`src/rtl/cpu_pipe_pkg.sv`:
```
// rtl/cpu_pipe_pkg.sv - shared pipeline constants and skid register state encoding
package cpu_pipe_pkg;

  localparam int WORD_SIZE        = 32;
  localparam int inst_type_bitlen = 16;

  // Marker payload carried by a stage register that holds no instruction.
  localparam logic [inst_type_bitlen-1:0] INST_FLUSHED = 16'hF1A5;

  // Encoding equals the number of held entries, so occupancy is the state itself.
  typedef enum logic [1:0] {
    ST_EMPTY = 2'd0,
    ST_ONE   = 2'd1,
    ST_FULL  = 2'd2
  } skid_state_t;

endpackage

```
`src/rtl/pipe_skid_reg.sv`:
```
// rtl/pipe_skid_reg.sv - two-entry skid pipeline register with flush and stall counter
module pipe_skid_reg
  import cpu_pipe_pkg::*;
#(
  parameter int                DATA_W     = 64,
  parameter logic [DATA_W-1:0] BUBBLE_VAL = DATA_W'(INST_FLUSHED),
  parameter int                CNT_W      = 16
) (
  input  logic              clk,
  input  logic              reset_n,
  input  logic              flush,
  input  logic              in_valid,
  output logic              in_ready,
  input  logic [DATA_W-1:0] in_data,
  output logic              out_valid,
  input  logic              out_ready,
  output logic [DATA_W-1:0] out_data,
  output logic [1:0]        occupancy,
  output logic [CNT_W-1:0]  stall_cnt
);

  localparam logic [CNT_W-1:0] CNT_MAX = '1;

  skid_state_t       state;
  logic              main_valid;
  logic              skid_valid;
  logic [DATA_W-1:0] main_data;
  logic [DATA_W-1:0] skid_data;
  logic              in_ready_q;
  logic [CNT_W-1:0]  stall_cnt_q;

  logic push;
  logic pop;

  assign push = in_valid && in_ready_q;
  assign pop  = main_valid && out_ready;

  always_ff @(posedge clk) begin
    if (!reset_n) begin
      state       <= ST_EMPTY;
      main_valid  <= 1'b0;
      skid_valid  <= 1'b0;
      main_data   <= BUBBLE_VAL;
      skid_data   <= BUBBLE_VAL;
      in_ready_q  <= 1'b1;
      stall_cnt_q <= '0;
    end else begin
      // Stalls are counted against pre-flush state and survive a flush.
      if (main_valid && !out_ready && stall_cnt_q != CNT_MAX)
        stall_cnt_q <= stall_cnt_q + CNT_W'(1);

      if (flush) begin
        state      <= ST_EMPTY;
        main_valid <= 1'b0;
        skid_valid <= 1'b0;
        main_data  <= BUBBLE_VAL;
        skid_data  <= BUBBLE_VAL;
        in_ready_q <= 1'b1;
      end else begin
        case (state)
          ST_EMPTY: begin
            if (push) begin
              state      <= ST_ONE;
              main_valid <= 1'b1;
              main_data  <= in_data;
            end
          end
          ST_ONE: begin
            if (push && pop) begin
              main_data <= in_data;
            end else if (push) begin
              state      <= ST_FULL;
              skid_valid <= 1'b1;
              skid_data  <= in_data;
              in_ready_q <= 1'b0;
            end else if (pop) begin
              state      <= ST_EMPTY;
              main_valid <= 1'b0;
              main_data  <= BUBBLE_VAL;
            end
          end
          ST_FULL: begin
            // in_ready is low here, so only a drain can happen.
            if (pop) begin
              state      <= ST_ONE;
              main_data  <= skid_data;
              skid_valid <= 1'b0;
              skid_data  <= BUBBLE_VAL;
              in_ready_q <= 1'b1;
            end
          end
          default: begin
            state      <= ST_EMPTY;
            main_valid <= 1'b0;
            skid_valid <= 1'b0;
            in_ready_q <= 1'b1;
          end
        endcase
      end
    end
  end

  assign in_ready  = in_ready_q;
  assign out_valid = main_valid;
  assign out_data  = main_valid ? main_data : BUBBLE_VAL;
  assign occupancy = state;
  assign stall_cnt = stall_cnt_q;

endmodule

```
`config.mk`:
```
export PLATFORM = sky130hd
export DESIGN_NAME = pipe_skid_reg
export DESIGN_NICKNAME = d
export VERILOG_FILES = /design/src/rtl/cpu_pipe_pkg.sv /design/src/rtl/pipe_skid_reg.sv
export SDC_FILE = /design/constraint.sdc
export NUM_CORES = 1
export LEC_CHECK = 0
export ABC_CLOCK_PERIOD_IN_PS = 2200
export CAP_MARGIN = 5
export CORE_ASPECT_RATIO = 0.9
export CORE_MARGIN = 2
export CORE_UTILIZATION = 50
export CTS_CLUSTER_DIAMETER = 40
export DETAILED_ROUTE_END_ITERATION = 10
export DONT_BUFFER_PORTS = 1
export GPL_TIMING_DRIVEN = 0
export PLACE_DENSITY = 0.71
export SYNTH_ARGS = -nofsm -noshare
export SYNTH_HDL_FRONTEND = slang
export SYNTH_SLANG_ARGS = --single-unit
```
`constraint.sdc`:
```
create_clock -name clk -period 2.2 [get_ports clk]
set_input_delay 0.44 -clock clk [delete_from_list [all_inputs] [get_ports clk]]
set_output_delay 0.44 -clock clk [all_outputs]
set_load 0.005 [all_outputs]
```
# Yosys cells after proc, flatten, opt, wreduce, memory -nomap -nowiden
# Cells that the tools add are included.
[op_classes]
addsub = 1
eq_ne = 12
muxes = 24
bitwise = 3
n_reduce_logical = 15
[ops]
columns = ["cell", "count"]
rows = [
  ["$mux 64", 7],
  ["$pmux 64 s3", 1],
  ["$pmux 64 s2", 1],
  ["$add 16x1->16 const B", 1],
  ["$ne 16x16->1 const B", 1],
  ["$ne 2x2->1 const B", 6],
  ["$reduce_and 4->1", 3],
  ["$mux 2", 5],
  ["$reduce_and 5->1", 2],
  ["$ne 3x3->1 const B", 3],
  ["$mux 1", 7],
  ["$pmux 1 s3", 2],
  ["$pmux 2 s3", 1],
  ["$logic_and 1x1->1", 5],
  ["$not 1->1", 3],
  ["$reduce_bool 3->1", 1],
  ["$eq 2x1->1 const B", 1],
  ["$eq 2x2->1 const B", 1],
  ["$logic_not 2->1", 1],
  ["$reduce_bool 2->1", 1],
  ["$reduce_or 2->1", 1],
  ["$logic_not 1->1", 1],
]
[totals]
register_bits = 148
out_inout_bits = 84
wordCells = 61

# Depth between registers and ports, before layout
[logic_depth]
word_depth = 5
ltp_mapped = 9

# Worst setup path before layout
# Ideal clock, no wire load.
[synth_timing]
path_kind = "register to register"
startpoint = "register state[1] (netlist: occupancy[1])"
endpoint = "register main_data[10]"
setup_ns = 0.123
t_arrival_ns = 1.794
required_time_ns = 2.077
path_slack_ns = 0.284
path_stages_with_launch = 10
period_less_slack_ns = 1.916
path_cell_list = "dfxtp_1 > inv_1 > ha_1 > clkbuf_2 > a2bb2oi_1 > or3_1 > buf_2 > buf_2 > a221oi_1 > nor2_1"
[synth_via]
elab_chain_cells = 3
elab_cells_between_ends = 10
[synth_lines]
columns = ["item", "line", "text"]
rows = [
  ["from (decl)", "pipe_skid_reg.sv:24", "skid_state_t state;"],
  ["from (signal assigned)", "pipe_skid_reg.sv:40", "state <= ST_EMPTY;"],
  ["from (signal assigned)", "pipe_skid_reg.sv:53", "state <= ST_EMPTY;"],
  ["from (signal assigned)", "pipe_skid_reg.sv:63", "state <= ST_ONE;"],
  ["$eq 2x1->1, or another cell as far along", "pipe_skid_reg.sv:60", "case (state)"],
  ["$ne 3x3->1 (no line), or another cell as far along", "-", ""],
  ["$reduce_and 5->1 (no line)", "-", ""],
  ["to (signal assigned)", "pipe_skid_reg.sv:65", "main_data <= in_data;"],
  ["to (signal assigned)", "pipe_skid_reg.sv:70", "main_data <= in_data;"],
  ["to (signal assigned)", "pipe_skid_reg.sv:86", "main_data <= skid_data;"],
  ["to (decl)", "pipe_skid_reg.sv:27", "logic [DATA_W-1:0] main_data;"],
]
# Several ways; a longest one is shown, not always the timed one.
# A chain may end at the register's enable or synchronous reset.

# Final worst setup path
[layout_timing]
startpoint = "register state[1] (netlist: occupancy[1])"
endpoint = "register main_data[24]"
# Same word-level chain as after synthesis.

==> summary.txt <==
status -> finished clean
CTS tree -> done
maximum clock rate -> 471.9 MHz
final wirelength -> 22.17 mm
CP startpoint kind -> flop
Worst VDD drop -> 0.5380 mV
Placer Congestion -> 0.8588
leakage -> 2.835 nW
final instance area -> 8381 um^2
Final period util -> 0.9633
R2R Setup Slk -> 0.08 ns
Syn Std Cell Area -> 7046 um^2
Req. time, crit path -> 2.51 ns
clock latency on the worst-skew pair -> 0.43 ns
Initial Util -> 0.5068
worst hold endpoint -> main_data[63]
CP endpoint kind -> flop
n_diodes -> 0
Critical Path AT -> 2.43 ns
antenna violations before repair -> 0
Yosys warnings -> 0
Worst-path clk slew -> 0.06 ns
crit path max fanout -> 10
reg2reg end -> main_data[24]
Vias/cell -> 6.559
grt ovf -> 0
root buf cell -> clkbuf_16
top cell type's share of synthesized area -> 0.4205
mux cell area share after synthesis -> 0.009945
Worst Skew -> 0.006171 ns
die width -> 129.1 um
Crit-path slowest cell -> dfxtp_4
Fin. Hold Viols -> 0
Core Area -> 13900 um^2
pwr/cell area -> 784.0 nW/um^2
met2 WL -> 10.55 mm
r2r worst-path depth -> 9
Synth Area in Compound Gates -> 0.2706
first-pass GRT wire length -> 33.69 mm
Filler cells -> 1212
PortBufs -> 0
synth top area cells -> dfxtp_1 42%, nand4b_1 7.1%, a221oi_1 6.8%, o31ai_1 6.0%, and2_1 5.3%
DR iter-0 viols -> 700
Top-Level Pins -> 153
Total Power -> 0.006571 W
syn_area_per_cell -> 8.561 um^2
router iterations before antenna repair -> 8
final period demand of the worst path -> 2.119 ns
Multi-input gate area -> 4088 um^2
NumNets Final -> 920
Worst Max-Slew Pin Slew -> 0.7803 ns
CP Class -> flop to flop
largest area contributor in the netlist -> dfxtp_1
HPWL Detailed -> 14.89 mm
Clock Sinks -> 148
Die Area -> 15060 um^2
Max Used Layer -> met4
CTS H-tree lvls -> 4
Max transition margin -> 0.4774
Hold Path Depth -> 2
xor/xnor cell area share of the yosys netlist -> 0.002486
CTS max path bufs -> 2
final count of negative-setup-slack endpoints -> 0
post-synthesis adder-cell area fraction -> 0.01066
area growth from synthesis to layout -> 18.95%
post-synthesis simple-gate area fraction -> 0.2314
dpl cell area -> 7287 um^2
Seq/Total Area, Yosys -> 0.4205
fraction of layout cells with a size suffix above 1 -> 0.1552
hold crit path type -> primary input to flop
crit-path most repeated cell -> buf_4
flops & latches, synth -> 148
final core utilization -> 0.6028
DR WL met3 -> 2.237 mm
CP peak stage delay -> 0.37 ns
syn nets -> 898
Post-Syn Instances -> 823
Wirelength per Cell -> 21.12 um
chip height -> 116.6 um
count of cell types in the netlist -> 45
TNS Setup -> 0 ns
GRT Overall Usage -> 0.2868
Num CTS Buffers -> 17
largest net degree at the start of global routing -> 17
max_cap viols -> 0
row count -> 41
Metal-1 WL -> 8.929 mm
min-delay src -> in_data[63]
via count -> 6887
DRC Markers -> 0
largest family of logic cells by synthesized area -> compound AO/OA/AOI/OAI gates
r2r startpoint -> occupancy[1]
vias in the first global route -> 6429
crit-path cells -> inv_1, ha_1, buf_2, a2bb2oi_1, or3_1, buf_4, buf_4, a221oi_2, nor2_1
fin. max-slew vios -> 0
remaining antenna violation count -> 0
Reg area -> 2970 um^2
-- power by group --
| group | switching (W) | internal (W) | total (W) |
|---|---|---|---|
| Clock | 0.00112 | 0.00186 | 0.00298 |
| Combinational | 0.000486 | 0.000273 | 0.000759 |
| Sequential | 0.0000540 | 0.00278 | 0.00283 |
| Total | 0.00166 | 0.00491 | 0.00657 |
-- critical path, delay by kind of cell, from the launching register on --
kind            cells  cell delay, ns
fa+ha+maj           1            0.17
compound gates      2            0.39
flops               1            0.37
buf+inv             4            0.66
simple gates        2            0.40
-- cell usage in the layout, fill, tap and decap left out, types with 3 or more instances in the layout --
| cell | count |
|---|---|
| and2_1 | 59 |
| ha_1 | 5 |
| bufinv_16 | 3 |
| inv_1 | 5 |
| clkbuf_16 | 17 |
| clkinv_2 | 3 |
| clkbuf_2 | 20 |
| buf_2 | 11 |
| clkbuf_8 | 3 |
| clkinvlp_4 | 3 |
| nand4_1 | 4 |
| buf_4 | 9 |
| nand4b_1 | 57 |
| o21ai_0 | 71 |
| nand2b_1 | 15 |
| and4_1 | 3 |
| a21oi_1 | 67 |
| nand3_1 | 7 |
| a31oi_1 | 23 |
| o21ai_1 | 9 |
| a221oi_1 | 6 |
| mux2i_1 | 7 |
| clkbuf_1 | 52 |
| nor2_1 | 66 |
| a221oi_4 | 5 |
| nor4_1 | 12 |
| nor3_1 | 13 |
| a221oi_2 | 44 |
| nand2_1 | 20 |
| dfxtp_1 | 146 |
| o31ai_1 | 56 |
-- cell usage after synthesis (all sizes together) --
| master | instances |
|---|---|
| or3 | 2 |
| nor3b | 2 |
| a211oi | 1 |
| a41o | 1 |
| o31ai | 56 |
| nor4 | 12 |
| a21oi | 67 |
| and4b | 1 |
| mux2i | 7 |
| a31oi | 23 |
| nand3b | 1 |
| nand3 | 7 |
| and4 | 3 |
| dfxtp | 148 |
| nor3 | 14 |
| a21boi | 2 |
| nand2 | 20 |
| clkbuf | 75 |
| nand2b | 15 |
| o41ai | 2 |
| inv | 5 |
| and3 | 2 |
| nand4b | 57 |
| nor2 | 66 |
| nand4 | 5 |
| or4 | 2 |
| o21ai | 82 |
| a221oi | 55 |
| o311ai | 2 |
| buf | 17 |
| ha | 6 |
| a2111oi | 1 |
| and2 | 60 |
| a2bb2oi | 2 |
| xnor2 | 1 |
| xor2 | 1 |
-- final cells by class --
| cell class | count | area share |
|---|---|---|
| clock inverters | 9 | 0.01523 |
| repair buffers | 5 | 0.005972 |
| multi-input cells | 578 | 0.4878 |
| plain buffers | 90 | 0.04897 |
| well taps | 193 | 0.02881 |
| clock buffers | 22 | 0.05658 |
| inverters | 5 | 0.002239 |
| flip-flops and latches | 148 | 0.3544 |
-- per-stage QoR --
step	hold slack (ns)	instances	worst slack, ns
2_1_floorplan	0.4439	823	0.2836
3_3_place_gp	0.4499	1016	-0.4436
3_5_place_dp	0.4626	1016	-0.5009
4_1_cts	0.1614	1050	-0.03727
5_1_grt	0.1577	1050	-0.02244
6_report	0.1627	1050	0.08072
-- state kept, by name, indices dropped and copies added, names as in the netlist --
| register | cells |
|---|---|
| out_valid | 1 |
| occupancy | 2 |
| stall_cnt | 16 |
| in_ready | 1 |
| main_data | 64 |
| skid_data | 64 |
-- cells by family after synthesis --
| kind of cell | count (synthesis) |
|---|---|
| AO/OA/AOI/OAI | 294 |
| XOR/XNOR | 2 |
| adder cells (fa/ha/maj) | 6 |
| buffers and inverters | 97 |
| flip-flops | 148 |
| multiplexers | 7 |
| AND/OR/NAND/NOR | 269 |
-- worst max-delay path by stage --
| stage | from | to | slack, ns | depth (start not counted) |
|---|---|---|---|---|
| after floorplan | occupancy[1] | main_data[10] | 0.28 | 9 |
| after global routing | occupancy[1] | main_data[35] | -0.02 | 9 |
| after detailed placement | occupancy[0] | main_data[12] | -0.50 | 7 |
| after global placement | occupancy[0] | main_data[62] | -0.44 | 7 |
| final | occupancy[1] | main_data[24] | 0.08 | 9 |
| after CTS | occupancy[1] | main_data[59] | -0.04 | 9 |
-- what timing repair did --
item                                   in CTS  in global routing
setup endpoints to repair                 183                113
hold buffers                                0                  0
gates resized for setup                    29                 86
buffers inserted                            4                  1
pin swaps                                   1                  1
endpoints found under the hold margin       0                  0
-- metal layers --
metal  global-route usage  vias up
met3               0.1054       40
met2               0.4667      299
met4               0.1123        0
li1                     -     3170
met1               0.3473     3378
met5                    0        -
Note: power is estimated with default switching activity, not from simulation.
